File: config.mk
export PLATFORM = sky130hd
export DESIGN_NAME = mem_port_arbiter
export DESIGN_NICKNAME = d
export VERILOG_FILES = /design/src/rtl/mem_pkg.sv /design/src/rtl/mem_port_arbiter.sv
export SDC_FILE = /design/constraint.sdc
export NUM_CORES = 1
export LEC_CHECK = 0
export ABC_AREA = 1
export CAP_MARGIN = 10
export CORE_AREA = 2 2 104 106
export CTS_BUF_LIST = sky130_fd_sc_hd__clkbuf_16
export CTS_CLUSTER_DIAMETER = 150
export DETAILED_ROUTE_END_ITERATION = 7
export DIE_AREA = 0 0 106 108
export GPL_ROUTABILITY_DRIVEN = 1
export SYNTH_ARGS = -nofsm -noshare
export SYNTH_HDL_FRONTEND = slang
export SYNTH_SLANG_ARGS = --single-unit
export TNS_END_PERCENT = 5
File: constraint.sdc
create_clock -name clk -period 1.4 [get_ports clk]
set_input_delay 0.21 -clock clk [delete_from_list [all_inputs] [get_ports clk]]
set_output_delay 0.21 -clock clk [all_outputs]
set_load 0.01 [all_outputs]
File: src/rtl/mem_pkg.sv
// Shared definitions for the core's memory port: response-owner encoding
// and the byte-to-word address shift.
package mem_pkg;

  typedef enum logic [1:0] {
    OWN_NONE = 2'd0,
    OWN_IF   = 2'd1,
    OWN_LSU  = 2'd2
  } own_e;

  localparam int WORD_SHIFT = 2;

endpackage

File: src/rtl/mem_port_arbiter.sv
// Shares the single-port instruction/data RAM between IF and LSU: combinational
// grant, starvation-bounded LSU priority, one-cycle response routing.
module mem_port_arbiter
  import mem_pkg::*;
#(
  parameter int ADDR_WIDTH   = 32,
  parameter int DATA_WIDTH   = 32,
  parameter int STARVE_LIMIT = 4
) (
  input  logic                  clk,
  input  logic                  rst,
  input  logic                  if_req,
  input  logic [ADDR_WIDTH-1:0] if_addr,
  output logic                  if_gnt,
  output logic                  if_rvalid,
  output logic [DATA_WIDTH-1:0] if_rdata,
  input  logic                  lsu_req,
  input  logic                  lsu_we,
  input  logic [ADDR_WIDTH-1:0] lsu_addr,
  input  logic [DATA_WIDTH-1:0] lsu_wdata,
  output logic                  lsu_gnt,
  output logic                  lsu_rvalid,
  output logic [DATA_WIDTH-1:0] lsu_rdata,
  output logic                  ram_en,
  output logic                  ram_we,
  output logic [ADDR_WIDTH-1:0] ram_addr,
  output logic [DATA_WIDTH-1:0] ram_di,
  input  logic [DATA_WIDTH-1:0] ram_dout
);

  localparam logic [3:0] LIMIT = 4'(STARVE_LIMIT);

  own_e       r_owner;
  own_e       w_owner_nxt;
  logic [3:0] r_starve;
  logic       w_if_win;

  // IF takes the port when alone, or when the LSU has hogged it long enough.
  assign w_if_win = if_req && (!lsu_req || (r_starve == LIMIT));
  assign if_gnt   = !rst && w_if_win;
  assign lsu_gnt  = !rst && lsu_req && !w_if_win;

  always_comb begin
    ram_en      = 1'b0;
    ram_we      = 1'b0;
    ram_addr    = '0;
    ram_di      = '0;
    w_owner_nxt = OWN_NONE;
    if (if_gnt) begin
      ram_en      = 1'b1;
      ram_addr    = if_addr >> WORD_SHIFT;
      ram_di      = lsu_wdata;
      w_owner_nxt = OWN_IF;
    end else if (lsu_gnt) begin
      ram_en      = 1'b1;
      ram_we      = lsu_we;
      ram_addr    = lsu_addr >> WORD_SHIFT;
      ram_di      = lsu_wdata;
      w_owner_nxt = OWN_LSU;
    end
  end

  always_ff @(posedge clk) begin
    if (rst) begin
      r_owner  <= OWN_NONE;
      r_starve <= 4'd0;
    end else begin
      r_owner <= w_owner_nxt;
      if (!if_req || if_gnt)
        r_starve <= 4'd0;
      else if (lsu_gnt && (r_starve != LIMIT))
        r_starve <= r_starve + 4'd1;
    end
  end

  // Gated by rst so a response in flight is dropped as soon as reset is seen.
  assign if_rvalid  = !rst && (r_owner == OWN_IF);
  assign lsu_rvalid = !rst && (r_owner == OWN_LSU);
  assign if_rdata   = if_rvalid  ? ram_dout : '0;
  assign lsu_rdata  = lsu_rvalid ? ram_dout : '0;

endmodule
==> results <==
[layer usage]
layer	wire, um	vias up	global-route usage (%)	share of wire, %
met4	114	0	3.85	1.2
met2	5210	146	31.9	56
met5	0	-	0	0
li1	-	1461	-	-
met3	694	10	2.89	7.4
met1	3360	1250	14.7	36
[cell families (layout without fill, tap and decap cells)]
kind of cell	after synthesis	in the layout	share of synthesized area [%]
AO/OA/AOI/OAI	31	31	10.8
XOR/XNOR	1	1	0.587
adder cells (fa/ha/maj)	2	2	1.68
buffers and inverters	128	407	36.5
flip-flops	6	6	8.05
other	1	2	0.251
AND/OR/NAND/NOR	150	150	42.2
[layout by cell type (no fill, tap or decap), drive strengths merged]
cell type,Yosys,routed
dfxtp,6,6
o21ai,30,30
conb,1,2
ha,2,2
inv,108,108
o21bai,1,1
nand4,1,1
buf,20,165
dlygate4sd2,0,1
clkdlybuf4s15,0,3
nand2,7,7
nand3,35,35
clkdlybuf4s50,0,125
clkbuf,0,5
nor2,107,107
xnor2,1,1
[flip-flops by register name (all words and copies together) (netlist names)]
register and count:
r_starve 4, r_owner 2
[worst paths after layout]
path                                 start                  endpoint  slack (ns)  cells after the start
setup / recovery  r_starve[0]$_SDFFE_PP0P_              ram_addr[17]       -0.30                      9
hold / removal                         rst     r_owner[0]$_SDFF_PP0_        0.28                      3
setup reg to reg  r_starve[0]$_SDFFE_PP0P_  r_starve[3]$_SDFFE_PP0P_       -0.13                     11
hold reg to reg   r_starve[0]$_SDFFE_PP0P_  r_starve[0]$_SDFFE_PP0P_        0.51                      2
[through the flow]
stage / hold WS [ns] / instance area (sq um) / total power [uW] / std cells / setup TNS (ns)
finish: 0.280 / 4340 / 1700 / 735 / -8.92
global route: 0.299 / 4340 / 1800 / 735 / -15.32
CTS: 0.386 / 4420 / 1720 / 740 / -12.92
detailed placement: 0.518 / 4360 / 1250 / 716 / -82.64
global placement: 0.509 / 4360 / 1240 / 716 / -80.90
floorplan: 0.282 / 1500 / 518 / 320 / 0
[worst reg2reg max path: cells and delay by family, from the launching register on]
kind          cells  cell delay, ns
simple gates      3            0.21
fa+ha+maj         1            0.16
buf+inv           7            0.74
flops             1            0.31
[synthesized netlist by cell type]
library cell                 n  area, sq um
sky130_fd_sc_hd__o21ai_1    26          130
sky130_fd_sc_hd__dfxtp_1     6          120
sky130_fd_sc_hd__ha_1        2         25.0
sky130_fd_sc_hd__buf_6       3         33.8
sky130_fd_sc_hd__inv_2       2         7.51
sky130_fd_sc_hd__nand3_1    35          175
sky130_fd_sc_hd__nand4_1     1         6.26
sky130_fd_sc_hd__o21ai_2     1         8.76
sky130_fd_sc_hd__conb_1      1         3.75
sky130_fd_sc_hd__inv_1     106          398
sky130_fd_sc_hd__nand2_1     5         18.8
sky130_fd_sc_hd__buf_4       8         60.1
sky130_fd_sc_hd__xnor2_1     1         8.76
sky130_fd_sc_hd__buf_2       9         45.0
sky130_fd_sc_hd__o21bai_1    1         7.51
sky130_fd_sc_hd__nor2_4      2         22.5
sky130_fd_sc_hd__nand2_2     2         12.5
sky130_fd_sc_hd__nor2_1    105          394
sky130_fd_sc_hd__o21ai_0     3         15.0
[layout make-up]
type	count	area, sq um
flip-flops and latches	6	125
inverters	108	405
well taps	136	170
fillers	1124	5890
repair buffers	296	2430
clock buffers	3	75.1
multi-input cells	186	1130
[power by group]
group | internal (uW) | switching [uW]
logic | 598 | 458
registers | 177 | 2.74
clock network | 367 | 101
[repair_timing]
| item | CTS | global route |
|---|---|---|
| setup buffers | 16 | 5 |
| resized for setup | 553 | 91 |
| pin swaps | 6 | 6 |
| gates cloned | 5 | 0 |
| endpoints found under the setup margin | 132 | 125 |
==> flow_results.xml <==
<?xml version="1.0" encoding="UTF-8"?>
<metrics>
  <group name="status">
    <metric name="status" unit="">finished with violations</metric>
    <metric name="violations" unit="">negative setup slack</metric>
  </group>
  <group name="grt">
    <metric name="grt_pass1_vias" unit="">2864</metric>
    <metric name="grt_overflow" unit="">0</metric>
    <metric name="grt_max_degree" unit="">34</metric>
    <metric name="number_of_antenna_violations_at_the_first_check_in_global_routing" unit="">0</metric>
    <metric name="grt_usage" unit="%">15.1</metric>
    <metric name="grt_pass1_wl" unit="um">13900</metric>
  </group>
  <group name="placement">
    <metric name="place_hpwl" unit="um">6980</metric>
    <metric name="gp_congestion" unit="">0.758</metric>
    <metric name="worst_setup_slack_post_dpl" unit="ns">-0.767</metric>
    <metric name="place.port_buffers" unit="">260</metric>
  </group>
  <group name="logic_synthesis">
    <metric name="postSynthRegisterBits" unit="">6</metric>
    <metric name="synth.cell_area" unit="sq um">1490</metric>
    <metric name="yosysWarnings" unit="">0</metric>
    <metric name="synth.lib_cells_used.distinct" unit="">19</metric>
    <metric name="synthesis.area_per_instance" unit="sq um">4.68</metric>
    <metric name="post_synthesis_sequential_area_ratio" unit="%">8.05</metric>
    <metric name="syn-instance-count" unit="">319</metric>
  </group>
  <group name="routing">
    <metric name="post_drt_wl_per_cell" unit="um">12.8</metric>
    <metric name="drc_errors" unit="">0</metric>
    <metric name="drt_iter0_drc" unit="">134</metric>
    <metric name="drt-pass1-iter-count" unit="">4</metric>
    <metric name="postRouteAntennaNets" unit="">0</metric>
    <metric name="postRouteWirelength" unit="um">9380</metric>
    <metric name="vias_per_cell" unit="">3.90</metric>
    <metric name="detailroute.via_count" unit="">2867</metric>
  </group>
  <group name="setup_path">
    <metric name="crit_slowest_cell" unit="">sky130_fd_sc_hd__dfxtp_2</metric>
    <metric name="critPathMaxStageDelay" unit="ns">0.31</metric>
    <metric name="crit_required" unit="ns">1.19</metric>
    <metric name="timing.critical_path.mode_cell" unit="">sky130_fd_sc_hd__buf_12</metric>
    <metric name="critPathArrivalTime" unit="ns">1.49</metric>
    <metric name="crit_path_cell_trace" unit="">inv_2 -&gt; ha_4 -&gt; nand3_4 -&gt; nand2_4 -&gt; buf_12 -&gt; buf_12 -&gt; nand3_2 -&gt; o21ai_1 -&gt; buf_2</metric>
    <metric name="crit_type" unit="">flop to primary output</metric>
    <metric name="cp-start-kind" unit="">flop</metric>
    <metric name="critPathBufInv" unit="">4</metric>
    <metric name="cp-end-kind" unit="">primary output</metric>
    <metric name="cpLargestDelayFamily" unit="">buffers and inverters</metric>
    <metric name="critical_path.max_fanout" unit="">6</metric>
  </group>
  <group name="layout">
    <metric name="antenna_cells" unit="">0</metric>
    <metric name="syn2layout_area_growth" unit="%">191</metric>
    <metric name="final_layout_size_suffix_gt1_share" unit="%">43.7</metric>
    <metric name="final_nets" unit="">736</metric>
    <metric name="final_core_utilization" unit="%">42.4</metric>
  </group>
  <group name="timing">
    <metric name="report.final.slew_viol_count" unit="">0</metric>
    <metric name="post-route-period-util" unit="%">121</metric>
    <metric name="final_hold_viol_count" unit="">0</metric>
    <metric name="maxClockFrequency" unit="GHz">0.589</metric>
    <metric name="final.setup_skew" unit="ns">0.00160</metric>
    <metric name="period_minus_slack" unit="ns">1.70</metric>
    <metric name="setup_slack" unit="ns">-0.297</metric>
    <metric name="rsz0062_at_grt" unit="">true</metric>
    <metric name="report.final.setup_viol" unit="">47</metric>
  </group>
  <group name="clock_tree">
    <metric name="clock_tree.root_cell" unit="">sky130_fd_sc_hd__clkbuf_16</metric>
    <metric name="clockBufferDepth" unit="">2</metric>
    <metric name="clock_insertion_delay_worst_skew" unit="ns">0.23</metric>
    <metric name="clock-sinks" unit="">6</metric>
    <metric name="maximum_level_of_the_cts_h_tree" unit="">1</metric>
    <metric name="clk_pin_slew_worst_paths" unit="ns">0.03</metric>
    <metric name="cts_hold_buf" unit="">0</metric>
    <metric name="cts_tree" unit="">done</metric>
    <metric name="cts_buffers" unit="">3</metric>
  </group>
  <group name="die">
    <metric name="die_y" unit="um">108</metric>
    <metric name="placement_rows" unit="">37</metric>
    <metric name="die_width" unit="um">106</metric>
    <metric name="num_io_pins" unit="">267</metric>
    <metric name="design.core.area" unit="sq um">10200</metric>
    <metric name="dieArea" unit="sq um">11400</metric>
    <metric name="floorplan.initialDensity" unit="%">14.6</metric>
  </group>
  <group name="job">
    <metric name="maximum_capacitance_violations" unit="">0</metric>
  </group>
  <group name="power_and_ir_drop">
    <metric name="power.leakage" unit="uW">0.00247</metric>
    <metric name="power-per-cell-area" unit="nW/um^2">392</metric>
    <metric name="power.ir.vdd_worst" unit="uV">274</metric>
  </group>
  <group name="worst_hold_path">
    <metric name="hold_class" unit="">input port to flop</metric>
  </group>
</metrics>
No activity file was read; power rests on OpenSTA's default activity.
